===== src/rtl/ajc_status_cond_unit_v.sv =====
// CNVZ status register with branch-condition evaluation and a flag save/restore stack.
// Define AJC_COND_REG_EN to register Cond_True (one cycle of latency, resets to 0).
module ajc_status_cond_unit_v #(
  parameter int STACK_DEPTH = 4
) (
  input  logic       Clock,
  input  logic       Reset,
  input  logic [3:0] Flag_In,
  input  logic [3:0] Flag_WE,
  input  logic [3:0] Cond_Sel,
  input  logic       Push,
  input  logic       Pop,
  input  logic       Err_Clr,
  output logic [3:0] Flags_Out,
  output logic       Cond_True,
  output logic       Stack_Full,
  output logic       Stack_Empty,
  output logic       Stack_Err
);

  localparam int CW = $clog2(STACK_DEPTH + 1);
  localparam int IW = $clog2(STACK_DEPTH);

  logic [3:0]    flags_q, flags_d;
  logic [CW-1:0] cnt_q, cnt_d;
  logic          err_q, err_d;
  logic [3:0]    stk_q [STACK_DEPTH];
  logic [3:0]    stk_d [STACK_DEPTH];

  logic          full, empty;
  logic          push_only, pop_only;
  logic          do_push, do_pop, err_set;
  logic [CW-1:0] cnt_m1;
  logic [IW-1:0] push_idx, pop_idx;
  logic [3:0]    wr_flags;
  logic          cond_c;
  logic          c_f, n_f, v_f, z_f;

  assign full      = (cnt_q == CW'(STACK_DEPTH));
  assign empty     = (cnt_q == '0);
  assign push_only = Push & ~Pop;
  assign pop_only  = Pop & ~Push;
  assign do_push   = push_only & ~full;
  assign do_pop    = pop_only & ~empty;
  assign err_set   = (push_only & full) | (pop_only & empty);
  assign cnt_m1    = cnt_q - CW'(1);
  assign push_idx  = cnt_q[IW-1:0];
  assign pop_idx   = cnt_m1[IW-1:0];
  assign wr_flags  = (flags_q & ~Flag_WE) | (Flag_In & Flag_WE);

  always_comb begin
    flags_d = wr_flags;
    cnt_d   = cnt_q;
    stk_d   = stk_q;
    if (do_push) begin
      stk_d[push_idx] = flags_q;
      cnt_d           = cnt_q + CW'(1);
    end else if (do_pop) begin
      flags_d = stk_q[pop_idx];
      cnt_d   = cnt_m1;
    end else if (pop_only) begin
      // underflow: the failed pop also suppresses the flag write
      flags_d = flags_q;
    end
  end

  always_comb begin
    err_d = err_q;
    if (err_set) begin
      err_d = 1'b1;
    end else if (Err_Clr) begin
      err_d = 1'b0;
    end
  end

  assign c_f = flags_q[3];
  assign n_f = flags_q[2];
  assign v_f = flags_q[1];
  assign z_f = flags_q[0];

  always_comb begin
    cond_c = 1'b0;
    case (Cond_Sel)
      4'd0:    cond_c = 1'b1;
      4'd1:    cond_c = z_f;
      4'd2:    cond_c = ~z_f;
      4'd3:    cond_c = c_f;
      4'd4:    cond_c = ~c_f;
      4'd5:    cond_c = n_f;
      4'd6:    cond_c = ~n_f;
      4'd7:    cond_c = v_f;
      4'd8:    cond_c = ~v_f;
      4'd9:    cond_c = n_f ^ v_f;
      4'd10:   cond_c = ~(n_f ^ v_f);
      4'd11:   cond_c = c_f & ~z_f;
      4'd12:   cond_c = ~c_f | z_f;
      4'd13:   cond_c = ~z_f & ~(n_f ^ v_f);
      4'd14:   cond_c = z_f | (n_f ^ v_f);
      default: cond_c = 1'b0;
    endcase
  end

  always_ff @(posedge Clock or posedge Reset) begin
    if (Reset) begin
      flags_q <= 4'b0000;
      cnt_q   <= '0;
      err_q   <= 1'b0;
    end else begin
      flags_q <= flags_d;
      cnt_q   <= cnt_d;
      err_q   <= err_d;
    end
  end

  // stack contents are don't-care after reset, so no reset term
  always_ff @(posedge Clock) begin
    stk_q <= stk_d;
  end

`ifdef AJC_COND_REG_EN
  logic cond_q, cond_d;

  assign cond_d = cond_c;

  always_ff @(posedge Clock or posedge Reset) begin
    if (Reset) begin
      cond_q <= 1'b0;
    end else begin
      cond_q <= cond_d;
    end
  end

  assign Cond_True = cond_q;
`else
  assign Cond_True = cond_c;
`endif

  assign Flags_Out   = flags_q;
  assign Stack_Full  = full;
  assign Stack_Empty = empty;
  assign Stack_Err   = err_q;

endmodule


===== config.mk =====
export PLATFORM = sky130hd
export DESIGN_NAME = ajc_status_cond_unit_v
export DESIGN_NICKNAME = d
export VERILOG_FILES = /design/src/rtl/ajc_status_cond_unit_v.sv
export SDC_FILE = /design/constraint.sdc
export NUM_CORES = 1
export LEC_CHECK = 0
export ABC_CLOCK_PERIOD_IN_PS = 2090
export BUFFER_PORTS_ARGS = -buffer_cell sky130_fd_sc_hd__buf_2
export CORE_MARGIN = 5
export CORE_UTILIZATION = 45
export DETAILED_ROUTE_END_ITERATION = 7
export GPL_ROUTABILITY_DRIVEN = 0
export PLACE_DENSITY_LB_ADDON = 0.25
export SYNTH_ARGS = -nofsm -noshare
export SYNTH_HDL_FRONTEND = slang
export SYNTH_SLANG_ARGS = --single-unit
export TNS_END_PERCENT = 10

===== constraint.sdc =====
create_clock -name Clock -period 2.09 [get_ports Clock]
set_input_delay 0.1045 -clock Clock [delete_from_list [all_inputs] [get_ports Clock]]
set_output_delay 0.1045 -clock Clock [all_outputs]
set_load 0.01 [all_outputs]

# Word-level counts from Yosys, hierarchy flattened
# Cells that the tools add are included.
# word_totals
inputBits	17
reg_bits	24
word_cells	74
# op_classes
mux	14
bitwise	27
add_sub_neg	2
order_cmp	3
reduce_logical	5
n_eq_ne	16
# op_table
op	count
4-bit == test, second input constant	7
4-bit two-way mux	6
16-bit bitwise mux	1
4-bit by 3-bit == test with 1-bit output, second input constant	4
1-bit case mux with 15 select lines	1
1-bit NOT	9
1-bit bitwise AND	8
4-bit bitwise AND	2
4-bit binary-select mux with 2-bit select	1
4-bit demux with 2-bit select	1
4-bit by 2-bit == test with 1-bit output, second input constant	2
3-bit greater-or-equal comparator, second input constant	2
3-bit two-way mux	2
2-bit NOT with 3-bit output	2
4-bit by 1-bit == test with 1-bit output, second input constant	1
4-bit zero test	1
4-bit NOT	1
4-bit bitwise OR	1
2-bit nonzero test	2
3-bit by 1-bit adder with 3-bit output, second input constant	1
3-bit == test, second input constant	1
3-bit zero test	1
3-bit by 1-bit < comparator with 1-bit output, second input constant	1
3-bit by 1-bit inequality test with 1-bit output, second input constant	1
other kinds (5)	8

# Longest topological paths before layout
# depth
word_depth	7
depth_mapped	8
mapped_depth_nobuf	7

# Worst setup path after synthesis
# Ideal clock, no wire load.
# synth_timing
kind	reg-to-reg
from	reg cnt_q[0]
to	reg cnt_q[2]
setup_slack_ns	0.139
period_less_slack_ns	1.951
t_arrival_ns	1.826
stages_incl_launch_ff	9
path_buffers	1
setup_ns	0.125
cell_sequence	dfrtp_1 > buf_2 > inv_1 > ha_1 > ha_1 > nor3b_2 > and2_1 > xnor2_1 > mux2i_1
# synth_via
elab_chain_len	4
elab_cells_between_ends	11
classes_between	add/sub: 2; eq/ne: 1; mux: 2; bitwise: 4; reduce/logical: 2
# synth_rtl
item	line_no	rtl
start, declared	25	logic [CW-1:0] cnt_q, cnt_d;
start signal, assigned	110	cnt_q <= cnt_d;
3-bit == test *	39	assign full = (cnt_q == CW'(STACK_DEPTH));
named net Stack_Full	16	output logic Stack_Full,
1-bit NOT *	43	assign do_push = push_only & ~full;
1-bit bitwise AND *	43	
3-bit two-way mux or 2-bit nonzero test (tied branches)	--	
# The timed path passes the listed nets; every way through them passes the cells marked *. The select of a mux whose other input is x is not followed.
# A chain may end at the register's enable or synchronous reset.

# Worst setup path in the final report
# layout_timing
from	reg cnt_q[1]
to	reg cnt_q[2]
# layout_via
elab_chain_len	4
elab_cells_between_ends	11
classes_between	add/sub: 2; eq/ne: 1; mux: 2; bitwise: 4; reduce/logical: 2
# layout_rtl
item
branches (longest 4 deep; another with 3-bit by 1-bit subtractor with 3-bit output)
# Parallel ways; which one is timed is not known. The select of a mux whose other input is x is not followed.

==> impl_metrics.json <==
{
  "status": "completed",
  "tightest_slew_ns": 0.3668,
  "hold_path_depth": 3,
  "syn_area_sq_um": 1287,
  "die_y_um": 63.49,
  "reg2reg_setup_slack_ns": 0.18,
  "path_class": "register to register",
  "ctsHoldBuffers": 1,
  "dpl_cell_area_sq_um": 1430,
  "clock_skew_ns": 0.005854,
  "fin_cells": 162,
  "holdWs_ns": 0.01568,
  "via_per_inst": 5.531,
  "nNetsFinal": 155,
  "fin_tns_setup_ns": 0,
  "syn-mean-instance-area_sq_um": 12.50,
  "final_max_slew_viol_count": 0,
  "cts_sinks": 24,
  "initial_core_util": 0.4669,
  "finalHoldViolations": 0,
  "layout_commonest_cell": "buf_2",
  "die_w_um": 63.49,
  "core_area_sq_um": 2758,
  "grt_usage": 0.1439,
  "numCtsBuffers": 3,
  "area_growth_pct": 13.90,
  "finalCriticalPeriod_ns": 1.905,
  "cpMaxStageDelayCell": "dfrtp_1",
  "setup_viol": 0,
  "reg2regPathDepth": 7,
  "postCtsSetupBuffers": 0,
  "place_ws_ns": 0.2046,
  "cp_common_cell": "ha_1",
  "startpoint_type": "register",
  "clk_pin_slew_worst_paths_ns": 0.13,
  "final_area_sq_um": 1466,
  "cap_violations": 0,
  "maxSlewHeadroom": 0.7555,
  "cts_tree": "done",
  "final_cell_mix": "buf_2 (24), edfxtp_1 (16), nand2_1 (11)",
  "clk_latency_ns": 0.31,
  "layout_setup_ws_ns": 0.1848,
  "wl_per_cell_um": 16.70,
  "p_leak_uw": 0.0006143,
  "ys_warn_count": 0,
  "ir_drop_v": 0.0005856,
  "synthDistinctLibCells": 35,
  "max_freq_mhz": 524.9,
  "num_antenna_cells": 0,
  "crit_arrival_ns": 2.12,
  "cts_resized": 0,
  "crit_family": "simple AND/OR/NAND/NOR gates",
  "grt_overflow": 0,
  "grt_max_degree": 14,
  "numPortBuffers": 24,
  "wl_um": 2706,
  "syn_nets": 126,
  "grt_pass1_wl_um": 4526,
  "hold_end": "Flags_Out[3]$_DFFE_PP0P_",
  "hpwl_um": 2092,
  "h-tree-depth": 1,
  "first_iter_violations": 83,
  "worstPathMaxFanout": 6,
  "vias": 896,
  "drc": 0,
  "die_area_sq_um": 4031,
  "rsz0062_at_grt": "no",
  "synthFlopType": "edfxtp_1",
  "required_ns": 2.30,
  "antenna_found_initial": 0,
  "powerDensity_nw_per_um2": 1126,
  "hp-class": "primary input to register",
  "fp-row-count": 19,
  "period_share": 0.9116,
  "syn-instance-count": 103,
  "io_pins": 25,
  "clockBufferDepth": 2,
  "cpPeakStageDelay_ns": 0.41,
  "dp.cells": 157,
  "r2r_start": "cnt_q[1]$_DFFE_PP0P_",
  "hp-start": "Flag_In[3]",
  "grt_pass1_vias": 865,
  "path_buf_inv": 1,
  "cp_cell_sequence": "inv_1, ha_1, ha_1, nor3b_2, and2_1, xnor2_1, mux2i_1",
  "synth_edf_count": 16,
  "ys_ff_latch": 24,
  "ys_seq_area_frac": 0.5287,
  "drtAntennaViolNets": 0,
  "root_buffer": "clkbuf_4",
  "drive_gt1_frac": 0.2824,
  "async_flop_share": 0.3333,
  "worstSetupEndpointType": "register",
  "drt_pre_antenna_iters": 4,
  "worst_r2r_endpoint": "cnt_q[2]$_DFFE_PP0P_"
}
-- per-layer routing --
metal	vias up	track usage	share of wire
met5	-	0	0
met4	0	0.03117	0.0078
met3	4	0.04440	0.068
met2	27	0.2081	0.47
met1	417	0.2111	0.45
li1	448	-	-
-- registers in the layout, indices dropped and copies added, names as in the netlist --
signal     flops
stk_q         16
Flags_Out      4
cnt_q          3
Stack_Err      1
-- worst min-delay path, cell delays in order --
cell and delay (ns):
buf_2 0.07, a32oi_1 0.07, nand2_1 0.05
-- where the power goes --
part	switching, uW	leakage, uW	internal (uW)	total, uW
logic	350	0.000354	344	695
registers	110	0.000244	644	753
clock network	133	0.0000154	69.9	203
-- cell usage after synthesis (4+ instances only) --
cell,instances,area (sq um)
nand2_1,11,41.29
ha_1,6,75.07
dfrtp_1,8,200.2
and2_1,4,25.02
o21ai_0,4,20.02
mux4_2,4,90.09
a32oi_1,5,43.79
inv_1,6,22.52
edfxtp_1,16,480.5
-- area by class of cell --
type | instances | area, sq um
multi-input cells | 68 | 541.8
inverters | 7 | 26.28
clock inverters | 1 | 3.754
clock buffers | 3 | 22.52
repair buffers | 28 | 152.6
flip-flops and latches | 24 | 680.7
well taps | 31 | 38.79
fillers | 238 | 1291
-- per-stage QoR --
step	util	power, uW
floorplan	-	1239
global placement	0.5186	1451
global route	0.5318	1784
detailed placement	0.5186	1467
finish	0.5318	1651
CTS	0.5318	1669
-- worst max path at each step --
stage / start / to / slack [ns] / depth (start not counted)
global route: cnt_q[1]$_DFFE_PP0P_ / cnt_q[2]$_DFFE_PP0P_ / 0.002 / 7
global placement: cnt_q[1]$_DFFE_PP0P_ / cnt_q[2]$_DFFE_PP0P_ / 0.31 / 7
CTS: cnt_q[1]$_DFFE_PP0P_ / cnt_q[2]$_DFFE_PP0P_ / 0.18 / 7
floorplan: cnt_q[0]$_DFFE_PP0P_ / cnt_q[2]$_DFFE_PP0P_ / 0.14 / 8
finish: cnt_q[1]$_DFFE_PP0P_ / cnt_q[2]$_DFFE_PP0P_ / 0.18 / 7
detailed placement: cnt_q[1]$_DFFE_PP0P_ / cnt_q[2]$_DFFE_PP0P_ / 0.20 / 7
-- kinds of logic (layout without fill, tap and decap cells) --
logic type | count (synthesis) | after routing | synth area share
adder cells (fa/ha/maj) | 6 | 6 | 0.05831
buffers and inverters | 11 | 39 | 0.05052
flip-flops | 24 | 24 | 0.5287
XOR/XNOR | 3 | 3 | 0.02041
multiplexers | 5 | 5 | 0.07775
AND/OR/NAND/NOR | 36 | 36 | 0.1633
AO/OA/AOI/OAI | 18 | 18 | 0.1011
Power figures use the tool's default switching activity.
